File: config.mk
export PLATFORM = sky130hd
export DESIGN_NAME = div_8_bit_seq
export DESIGN_NICKNAME = d
export VERILOG_FILES = /design/src/rtl/div_pkg.sv /design/src/rtl/sub_8_bit.sv /design/src/rtl/div_8_bit_seq.sv
export SDC_FILE = /design/constraint.sdc
export NUM_CORES = 1
export LEC_CHECK = 0
export CAP_MARGIN = 20
export CORE_MARGIN = 4
export CORE_UTILIZATION = 49
export DETAILED_ROUTE_END_ITERATION = 12
export PLACE_DENSITY = 0.83
export SYNTH_ARGS = -nofsm -noshare
export SYNTH_HDL_FRONTEND = slang
export SYNTH_SLANG_ARGS = --single-unit
File: constraint.sdc
create_clock -name clk -period 2.5 [get_ports clk]
set_clock_uncertainty 0.05 [all_clocks]
set_input_delay 0.5 -clock clk [delete_from_list [all_inputs] [get_ports clk]]
set_output_delay 0.5 -clock clk [all_outputs]
set_load 0.05 [all_outputs]
File: src/rtl/div_pkg.sv
// Shared definitions for the sequential 8-bit divider.
// Holds the FSM state encoding and the number of quotient iterations.
package div_pkg;

  localparam logic [1:0] S_IDLE = 2'd0;
  localparam logic [1:0] S_CALC = 2'd1;
  localparam logic [1:0] S_DONE = 2'd2;

  // One quotient bit is produced per CALC cycle, so this equals the operand width.
  localparam int DIV_ITER = 8;

  typedef enum logic [1:0] {
    ST_IDLE = S_IDLE,
    ST_CALC = S_CALC,
    ST_DONE = S_DONE
  } state_e;

endpackage

File: src/rtl/sub_8_bit.sv
// 8-bit subtractor with borrow in and borrow out.
// Ports:
//   a, b : minuend and subtrahend
//   cin  : borrow in
//   sub  : a - b - cin, modulo 256
//   out  : borrow out, 1 when a < b + cin
module sub_8_bit (
  input  logic [7:0] a,
  input  logic [7:0] b,
  input  logic       cin,
  output logic [7:0] sub,
  output logic       out
);

  logic [8:0] diff_s;

  // A 9-bit subtraction leaves the borrow in the top bit.
  always_comb begin
    diff_s = {1'b0, a} - {1'b0, b} - {8'd0, cin};
  end

  assign sub = diff_s[7:0];
  assign out = diff_s[8];

endmodule

File: src/rtl/div_8_bit_seq.sv
// Sequential 8-bit unsigned restoring divider.
// It produces one quotient bit per cycle, MSB first. A single sub_8_bit
// compares the shifted partial remainder against the divisor.
// Ports:
//   clk, rst_n        : clock and asynchronous active-low reset
//   start             : request a division; only accepted in IDLE
//   dividend, divisor : operands, captured on the accepted start
//   busy              : high while the iterations run
//   done              : one-cycle pulse when the results become valid
//   quotient          : result, held until the next completed division
//   remainder         : result, held until the next completed division
//   div_by_zero       : set with done when the divisor was zero
module div_8_bit_seq
  import div_pkg::*;
#(
  parameter int WIDTH = 8,
  parameter int CNT_W = 4
) (
  input  logic             clk,
  input  logic             rst_n,
  input  logic             start,
  input  logic [WIDTH-1:0] dividend,
  input  logic [WIDTH-1:0] divisor,
  output logic             busy,
  output logic             done,
  output logic [WIDTH-1:0] quotient,
  output logic [WIDTH-1:0] remainder,
  output logic             div_by_zero
);

  state_e             state_q, state_d;
  logic [WIDTH-1:0]   q_reg_q, q_reg_d;
  logic [WIDTH-1:0]   d_reg_q, d_reg_d;
  logic [WIDTH-1:0]   r_reg_q, r_reg_d;
  logic [CNT_W-1:0]   cnt_q, cnt_d;
  logic               busy_q, busy_d;
  logic               done_q, done_d;
  logic [WIDTH-1:0]   quotient_q, quotient_d;
  logic [WIDTH-1:0]   remainder_q, remainder_d;
  logic               dbz_q, dbz_d;

  logic [WIDTH-1:0]   sub_a_s;
  logic               msb_s;
  logic [WIDTH-1:0]   diff_s;
  logic               borrow_s;
  logic               qbit_s;
  logic [WIDTH-1:0]   r_next_s;
  logic [WIDTH-1:0]   q_next_s;

  // Shift the next dividend bit into the partial remainder. Bit 7 of the
  // remainder that falls out becomes the 9th bit of the shifted value.
  always_comb begin
    sub_a_s = {r_reg_q[WIDTH-2:0], q_reg_q[WIDTH-1]};
    msb_s   = r_reg_q[WIDTH-1];
  end

  sub_8_bit u_sub (
    .a   (sub_a_s),
    .b   (d_reg_q),
    .cin (1'b0),
    .sub (diff_s),
    .out (borrow_s)
  );

  // When msb is set, the 9-bit value is at least 256 and exceeds any divisor,
  // so the subtraction always succeeds. Its mod-256 result is then still exact.
  always_comb begin
    qbit_s   = msb_s | ~borrow_s;
    r_next_s = qbit_s ? diff_s : sub_a_s;
    q_next_s = {q_reg_q[WIDTH-2:0], qbit_s};
  end

  // Next-state and output decode for the IDLE -> CALC -> DONE -> IDLE sequence.
  always_comb begin
    state_d     = state_q;
    q_reg_d     = q_reg_q;
    d_reg_d     = d_reg_q;
    r_reg_d     = r_reg_q;
    cnt_d       = cnt_q;
    busy_d      = 1'b0;
    done_d      = 1'b0;
    quotient_d  = quotient_q;
    remainder_d = remainder_q;
    dbz_d       = dbz_q;
    case (state_q)
      ST_IDLE: begin
        if (start) begin
          if (divisor != {WIDTH{1'b0}}) begin
            q_reg_d = dividend;
            d_reg_d = divisor;
            r_reg_d = {WIDTH{1'b0}};
            cnt_d   = {CNT_W{1'b0}};
            busy_d  = 1'b1;
            state_d = ST_CALC;
          end else begin
            quotient_d  = {WIDTH{1'b1}};
            remainder_d = dividend;
            dbz_d       = 1'b1;
            done_d      = 1'b1;
            state_d     = ST_DONE;
          end
        end else begin
          state_d = ST_IDLE;
        end
      end
      ST_CALC: begin
        q_reg_d = q_next_s;
        r_reg_d = r_next_s;
        cnt_d   = cnt_q + CNT_W'(1);
        if (cnt_q == CNT_W'(DIV_ITER - 1)) begin
          quotient_d  = q_next_s;
          remainder_d = r_next_s;
          dbz_d       = 1'b0;
          done_d      = 1'b1;
          state_d     = ST_DONE;
        end else begin
          busy_d  = 1'b1;
          state_d = ST_CALC;
        end
      end
      ST_DONE: begin
        state_d = ST_IDLE;
      end
      default: begin
        state_d = ST_IDLE;
      end
    endcase
  end

  // State, datapath and registered outputs.
  always_ff @(posedge clk or negedge rst_n) begin
    if (!rst_n) begin
      state_q     <= ST_IDLE;
      q_reg_q     <= {WIDTH{1'b0}};
      d_reg_q     <= {WIDTH{1'b0}};
      r_reg_q     <= {WIDTH{1'b0}};
      cnt_q       <= {CNT_W{1'b0}};
      busy_q      <= 1'b0;
      done_q      <= 1'b0;
      quotient_q  <= {WIDTH{1'b0}};
      remainder_q <= {WIDTH{1'b0}};
      dbz_q       <= 1'b0;
    end else begin
      state_q     <= state_d;
      q_reg_q     <= q_reg_d;
      d_reg_q     <= d_reg_d;
      r_reg_q     <= r_reg_d;
      cnt_q       <= cnt_d;
      busy_q      <= busy_d;
      done_q      <= done_d;
      quotient_q  <= quotient_d;
      remainder_q <= remainder_d;
      dbz_q       <= dbz_d;
    end
  end

  assign busy        = busy_q;
  assign done        = done_q;
  assign quotient    = quotient_q;
  assign remainder   = remainder_q;
  assign div_by_zero = dbz_q;

endmodule
==> results of run 1 <==
-- cell families (layout without fill, tap and decap cells) --
group | after synthesis | count (layout) | share of synthesized area (%)
AO/OA/AOI/OAI | 61 | 61 | 19.4
XOR/XNOR | 5 | 5 | 1.82
adder cells (fa/ha/maj) | 10 | 10 | 5.52
buffers and inverters | 20 | 69 | 3.69
flip-flops | 47 | 47 | 48.9
multiplexers | 10 | 10 | 4.27
AND/OR/NAND/NOR | 86 | 86 | 16.4
-- repair_timing --
item                       CTS  global route
setup buffers                0             2
gates resized for setup      0             6
setup endpoints to repair    0             8
-- flip-flops by register name, indices dropped and copies added, names as in the netlist --
name         count
done             1
remainder        8
r_reg_q          8
quotient         8
d_reg_q          8
div_by_zero      1
busy             1
q_reg_q          8
cnt_q            4
-- cells in the mapped netlist, types with 2 or more instances --
| cell type | n |
|---|---|
| mux2_2 | 2 |
| o21ai_0 | 19 |
| o32a_1 | 4 |
| inv_1 | 11 |
| dfrtp_1 | 47 |
| a41oi_1 | 3 |
| o22a_1 | 7 |
| nor2b_1 | 3 |
| a211oi_1 | 3 |
| nor3_1 | 2 |
| nand2_1 | 39 |
| nor2_1 | 19 |
| a21oi_1 | 6 |
| xnor2_1 | 4 |
| o21a_1 | 2 |
| nor4_1 | 2 |
| nand2b_1 | 3 |
| a211o_1 | 3 |
| and3_1 | 2 |
| a31oi_1 | 2 |
| buf_2 | 2 |
| clkbuf_1 | 3 |
| o21ai_2 | 2 |
| nand3_1 | 8 |
| buf_4 | 3 |
| ha_1 | 9 |
| mux2i_1 | 8 |
-- path summary, 6_finish.rpt --
path / to / cells after the start
max: remainder[0]$_DFFE_PN0P_ / 10
min: d_reg_q[1]$_DFFE_PN0P_ / 2
max reg2reg: remainder[0]$_DFFE_PN0P_ / 10
min reg2reg: quotient[6]$_DFFE_PN0P_ / 1
max in group asynchronous: d_reg_q[0]$_DFFE_PN0P_ / 2
min in group clk: quotient[6]$_DFFE_PN0P_ / 1
-- worst max-delay path: stages, from the launching register on --
cell and delay (ps):
dfrtp_1 400, inv_2 60, ha_1 150, inv_1 60, fa_2 420, a211oi_4 310
o31ai_4 120, o211ai_4 340, buf_4 170, or2_2 100, a41oi_1 100
-- layer usage --
metal | vias up | track usage, % | wire length [um]
li1 | 947 | - | -
met1 | 951 | 24.7 | 2470
met2 | 43 | 31.9 | 2610
met3 | 10 | 5.05 | 255
met4 | 0 | 8.22 | 106
met5 | - | 0 | 0
-- layout make-up --
| class | instances | area [um^2] |
|---|---|---|
| timing repair buffer | 50 | 475 |
| clock inverter | 2 | 12.5 |
| sequential | 47 | 1180 |
| clock buffer | 6 | 72.6 |
| fill | 373 | 1700 |
| tap | 67 | 83.8 |
| inverter | 11 | 41.3 |
| multi-input combinational | 172 | 1160 |
-- per-stage QoR --
stage / cell area [um^2] / cells
2_1_floorplan: 2400 / 239
3_3_place_gp: 2900 / 345
3_5_place_dp: 2900 / 345
4_1_cts: 2990 / 353
5_1_grt: 3020 / 355
6_report: 3020 / 355
==> results.json, run 1 <==
{
  "hold_viol": 0,
  "firstDrtPassIters": 4,
  "cts_made_buffers": 5,
  "maxSlewViolCount": 0,
  "final_util_pct": 63.9,
  "cts_root_buf": "clkbuf_8",
  "gp_congestion": 0.948,
  "cp_max_fo": 7,
  "fin_hold_ws_ps": 221,
  "core_mm2": 0.00472,
  "row_count": 25,
  "hold_path.class": "in -> async",
  "layout_common_cells": "dfrtp_1 (47), nand2_1 (39), clkdlybuf4s50_1 (36)",
  "boundaryPins": 38,
  "synth_top_cell_by_area": "dfrtp_1",
  "start_kind": "flip-flop",
  "die-area_mm2": 0.00609,
  "grt_start_max_net_pins": 48,
  "numPortBuffers": 37,
  "via_count": 1951,
  "fin_setup_tns_ps": 0,
  "layout_setup_ws_ps": 90.2,
  "crit_arrival_ps": 2540,
  "relSlewSlack_pct": 60.1,
  "tightest_slew_ps": 598,
  "drtAntennaViolNets": 0,
  "grt_pass1_wl_um": 9400,
  "synth_flop_cell": "dfrtp_1",
  "syn_inst": 239,
  "area_growth_syn_to_layout_pct": 25.6,
  "cts_tree": "done",
  "synth_edf_count": 0,
  "diodes": 0,
  "wl_um": 5440,
  "wire_per_inst_um": 15.3,
  "max_freq_mhz": 415,
  "clk_pin_slew_ps": 80,
  "path_class": "reg -> reg",
  "layout_commonest_cell": "dfrtp_1",
  "final-setup-viol-count": 0,
  "cts.sinks": 47,
  "dp_hpwl_um": 3940,
  "fp.dieH_um": 78.1,
  "reg2reg_slack_ps": 90,
  "synthArstFlopShare_pct": 100,
  "grt_pass1_vias": 2014,
  "status": "complete, no violations",
  "netlist_area_mm2": 0.00240,
  "critPathCaptureType": "flip-flop",
  "cap_violations": 0,
  "synth.distinct_cells": 48,
  "clk_latency_ps": 300,
  "place_ws_ps": 43.4,
  "critical_path_required_ps": 2630,
  "grt_antenna_before_repair": 0,
  "cts_hold_buf": 0,
  "syn-num-nets": 268,
  "startpoint": "q_reg_q[7]$_DFFE_PN0P_",
  "drt_iter0_drc": 105,
  "grt_usage_pct": 19.6,
  "die_x_um": 78.1,
  "drive_above_1_share_pct": 14.2,
  "yosysWarningCount": 0,
  "yosysTopAreaCellShare_pct": 48.9,
  "yosysSeqAreaShare_pct": 48.9,
  "nets": 316,
  "fin_crit_sh_pct": 96.4,
  "min_period_ps": 2410,
  "avgSynthCellArea_um2": 10.1,
  "ys_seq_elements": 47,
  "initial_core_util_pct": 50.9,
  "h-tree-depth": 2,
  "synth_area_leaders": "dfrtp_1 (49%), nand2_1 (6.1%), ha_1 (4.7%)",
  "drc_errors": 0,
  "clk_path_buf_depth": 2,
  "reg2reg_from": "q_reg_q[7]$_DFFE_PN0P_",
  "grt-ovfl-total": 0,
  "vias_per_cell": 5.50
}
Power of run 1 is not shown: default switching activity piles up to over one toggle a cycle in this logic, so the estimate is an artifact.
==> inputs of run 2 (changes only) <==
--- a/config.mk
+++ b/config.mk
@@ -7,9 +7,9 @@
 export LEC_CHECK = 0
 export CAP_MARGIN = 20
 export CORE_MARGIN = 4
-export CORE_UTILIZATION = 49
+export CORE_UTILIZATION = 53
 export DETAILED_ROUTE_END_ITERATION = 12
-export PLACE_DENSITY = 0.83
+export PLACE_DENSITY_LB_ADDON = 0.15
 export SYNTH_ARGS = -nofsm -noshare
 export SYNTH_HDL_FRONTEND = slang
 export SYNTH_SLANG_ARGS = --single-unit
==> results.json, run 2 (synthesis gave the netlist of run 1 again) <==
{
  "drive_above_1_share_pct": 12.9,
  "grt_antenna_before_repair": 0,
  "drtAntennaViolNets": 0,
  "hold_viol": 0,
  "boundaryPins": 38,
  "grt-ovfl-total": 0,
  "via_count": 1933,
  "numPortBuffers": 37,
  "layout_commonest_cell": "dfrtp_1",
  "hold_path.class": "in -> async",
  "fillCellCount": 340,
  "vias_per_cell": 5.72,
  "path_class": "reg -> reg",
  "grt_pass1_vias": 1954,
  "critical_path_required_ps": 2640,
  "dp_cells": 328,
  "nets": 314,
  "grt_start_max_net_pins": 48,
  "initial_core_util_pct": 54.9,
  "die-area_mm2": 0.00568,
  "firstDrtPassIters": 4,
  "start_kind": "flip-flop",
  "fin_setup_tns_ps": 0,
  "crit_arrival_ps": 2540,
  "status": "complete, no violations",
  "rr_worst_depth": 9,
  "wl_um": 5410,
  "area_growth_syn_to_layout_pct": 25.5,
  "reg2reg_from": "q_reg_q[7]$_DFFE_PN0P_",
  "clk_path_buf_depth": 2,
  "cts.sinks": 47,
  "stdcell_count": 338,
  "h-tree-depth": 2,
  "relSlewSlack_pct": 61.1,
  "critical_path.endpoint": "remainder[2]$_DFFE_PN0P_",
  "critPathCaptureType": "flip-flop",
  "tightest_slew_ps": 583,
  "maxSlewViolCount": 0,
  "clk_latency_ps": 300,
  "cts_tree": "done",
  "multi_input_area_mm2": 0.00116,
  "drt_iter0_drc": 121,
  "drc_errors": 0,
  "startpoint": "q_reg_q[7]$_DFFE_PN0P_",
  "dp_hpwl_um": 3910,
  "cts_root_buf": "clkbuf_8",
  "wire_per_inst_um": 16.0,
  "grt_usage_pct": 21.1,
  "die_x_um": 75.4,
  "cts_made_buffers": 5,
  "row_count": 24,
  "max_freq_mhz": 416,
  "fin_crit_sh_pct": 96.2,
  "layout_common_cells": "dfrtp_1 (47), nand2_1 (39), clkdlybuf4s50_1 (36)",
  "r2r_end": "remainder[2]$_DFFE_PN0P_",
  "reg2reg_slack_ps": 90,
  "gp_congestion": 0.860,
  "grt_pass1_wl_um": 8960,
  "cp_max_fo": 7,
  "diodes": 0,
  "core_mm2": 0.00438,
  "clk_pin_slew_ps": 80,
  "min_period_ps": 2410,
  "final-setup-viol-count": 0,
  "fp.dieH_um": 75.4,
  "seqCellArea_mm2": 0.00118,
  "cap_violations": 0
}
[run 2: what timing repair did]
action,in CTS,in global routing
buffers inserted,0,2
hold buffers,0,0
resized for setup,0,4
endpoints found under the setup margin,0,6
[run 2: metal layers]
layer	global-route usage [%]	wire length, um	vias to the layer above	part of all wire, %
li1	-	-	942	-
met1	29.4	2550	933	47
met2	32.0	2540	47	47
met3	5.01	209	11	3.9
met4	7.96	108	0	2.0
met5	0	0	-	0
[run 2: how the worst min path moves through the flow]
stage / startpoint / endpoint / slack (ps) / cells past startpoint
after CTS: rst_n / busy$_DFF_PN0_ / 250 / 2
after global routing: rst_n / d_reg_q[0]$_DFFE_PN0P_ / 270 / 2
after detailed placement: quotient[4]$_DFFE_PN0P_ / quotient[4]$_DFFE_PN0P_ / 430 / 1
after global placement: quotient[7]$_DFFE_PN0P_ / quotient[7]$_DFFE_PN0P_ / 430 / 1
after floorplan: rst_n / busy$_DFF_PN0_ / 150 / 0
final: rst_n / d_reg_q[1]$_DFFE_PN0P_ / 230 / 2
[run 2: worst max-delay path, cell delays in order (launching register included)]
cell and delay (ps):
dfrtp_1 390, inv_1 70, ha_1 150, inv_1 50, fa_2 370, a211oi_4 300
o31ai_4 120, o211ai_4 330, nor2_1 120, o32a_1 330
[run 2: metrics by stage]
step | setup WS [ps] | instance area, um^2 | hold slack, ps | utilization (%)
2_1_floorplan | 229 | 2400 | 154 | -
3_3_place_gp | 56.5 | 2860 | 427 | 65.1
3_5_place_dp | 46.4 | 2860 | 427 | 65.1
4_1_cts | 43.5 | 2990 | 251 | 68.2
5_1_grt | -8.81 | 3020 | 266 | 68.9
6_report | 94.0 | 3020 | 226 | 68.9
[run 2: final cells by class]
cell class,instances,area share [%]
sequential,47,39.0
multi-input combinational,172,38.3
timing repair buffer,48,14.8
clock buffer,6,2.40
tap,52,2.15
clock inverter,2,1.99
inverter,11,1.37
Power of run 2 is left out for the same reason.
==> inputs of run 3 (changes only) <==
--- a/config.mk
+++ b/config.mk
@@ -10,6 +10,7 @@
 export CORE_UTILIZATION = 53
 export DETAILED_ROUTE_END_ITERATION = 12
 export PLACE_DENSITY_LB_ADDON = 0.15
+export SLEW_MARGIN = 20
 export SYNTH_ARGS = -nofsm -noshare
 export SYNTH_HDL_FRONTEND = slang
 export SYNTH_SLANG_ARGS = --single-unit
==> results of run 3 <==
Same layout as run 2: the final DEF is identical, and so are final timing and power.
Power of run 3 is left out for the same reason.
==> variant (settings of run 1) <==
Change the parameter `CNT_W` from 4 to 6.
--- a/src/rtl/div_8_bit_seq.sv
+++ b/src/rtl/div_8_bit_seq.sv
@@ -14,7 +14,7 @@
   import div_pkg::*;
 #(
   parameter int WIDTH = 8,
-  parameter int CNT_W = 4
+  parameter int CNT_W = 6
 ) (
   input  logic             clk,
   input  logic             rst_n,
Check against the original RTL: same outputs for any inputs over 10 cycles, from zero or initial values and one cycle with rst_n low; that may be too few to reach the edited logic, so the function may still have changed.
==> variant against run 1 <==
Sequential cell count grew 2. Area after synthesis grew 3.1%. Count of clock-buffer cells in the layout is the same. Routed wire length grew 2.8%. Design area grew 3.3%. Setup slack lost 0.0039 ns.
Power is left out: the tool's default activity adds up to more than one toggle a clock period on the data nets, which glitch-free logic cannot reach.
==> variant: results (changes against run 1) <==
* Run status: finished clean (unchanged)
* Global-route total usage across every layer at 18.9% (was 19.6%)
* Global-route wire length before repair at 9.34 mm (was 9.40 mm)
* Final routed wirelength across all metal layers at 5.60 mm (was 5.44 mm)
* Final net count at 335 (was 316)
* Largest cells by area after synthesis: dfrtp_1, nand2_1, nor2_1, ha_1, o21ai_0 (was dfrtp_1, nand2_1, ha_1, o21ai_0, mux2i_1)
* Count of cells resized by post-cts repair at 1 (was 0)
* Synthesized netlist net count at 291 (was 268)
* Number of global-route vias before repair at 2015 (was 2014)
* Register area share after synthesis at 49.5% (was 48.9%)
* Ratio of cells with drive above 1 in the final layout at 10.1% (was 14.2%)
* Final estimated routing congestion in global placement at 0.878 (was 0.948)
* Max-slew headroom at the worst pin at 60.3% (was 60.1%)
* Post-synth top cells: dfrtp_1, nand2_1, nor2_1 (was dfrtp_1, nand2_1, nor2_1, o21ai_0, inv_1)
* Drt initial violations at 119 (was 105)
* Maximum number of pins on one net before global-route repair at 50 (was 48)
* Critical path arrival at 2.56 ns (was 2.54 ns)
* Synth unique cells at 40 (was 48)
* Slowest library cell on the worst path: dfrtp_1 (was fa_2)
* Buffer share of cell area at 15.4% (was 15.7%)
* Seq/total area at 39.3% (was 38.9%)
* Final clock-cell share at 3.57% (was 2.82%)
* Core area at 4820 um2 (was 4720 um2)
* Total half-perimeter wirelength after legalization and detailed placement at 4.02 mm (was 3.94 mm)
* Number of register bits inferred by synthesis at 49 (was 47)
* Placed cell areas at 2960 um2 (was 2900 um2)
* Highest cell delay on the worst timing path at 0.40 ns (was 0.42 ns)
variant: changes by cell type after synthesis, moves of 7 or more:
cell / delta
mux2i_1: -8
nor2_1: +17
a31oi_1: +9
o22a_1: -7
a21oi_1: +8
variant: final timing paths:
check                      startpoint           end  slack [ns]  cells past startpoint
max reg2reg                q_reg_q[7]  remainder[3]        0.09                      9
min reg2reg                r_reg_q[7]    r_reg_q[7]        0.46                      2
min                             rst_n    r_reg_q[7]        0.23                      2
max in group asynchronous       rst_n    q_reg_q[1]        1.76                      2
max                        q_reg_q[7]  remainder[3]        0.09                      9
min in group clk           r_reg_q[7]    r_reg_q[7]        0.46                      2
variant: metrics by stage:
step           cells  setup slack (ns)  TNS, ns  utilization (%)
2_1_floorplan    262             0.220        0                -
3_3_place_gp     363            0.0514        0             61.5
3_5_place_dp     363           -0.0420   -0.112             61.5
4_1_cts          371            0.0159        0             64.0
5_1_grt          374           -0.0156  -0.0220             64.8
6_report         374            0.0864        0             64.8
variant: layer usage:
metal  track usage [%]  vias up  part of all wire, %
li1                  -     1006                    -
met1              24.8     1014                   43
met2              31.8       59                   51
met3              3.51        7                  5.3
met4              5.50        0                  1.1
met5                 0        -                    0
variant: critical path: cells and delay by family (launching register included):
| kind | cells | cell delay [ns] |
|---|---|---|
| compound gates | 4 | 1.07 |
| fa+ha+maj | 2 | 0.55 |
| buf+inv | 2 | 0.12 |
| flops | 1 | 0.40 |
| simple gates | 1 | 0.11 |
variant: logic make-up (layout without fill, tap and decap cells):
logic type / after synthesis / count (layout) / share of synthesized area, %
AO/OA/AOI/OAI: 68 / 68 / 19.5
XOR/XNOR: 6 / 6 / 2.12
adder cells (fa/ha/maj): 10 / 10 / 5.35
buffers and inverters: 21 / 66 / 3.68
flip-flops: 49 / 49 / 49.5
AND/OR/NAND/NOR: 108 / 108 / 19.8
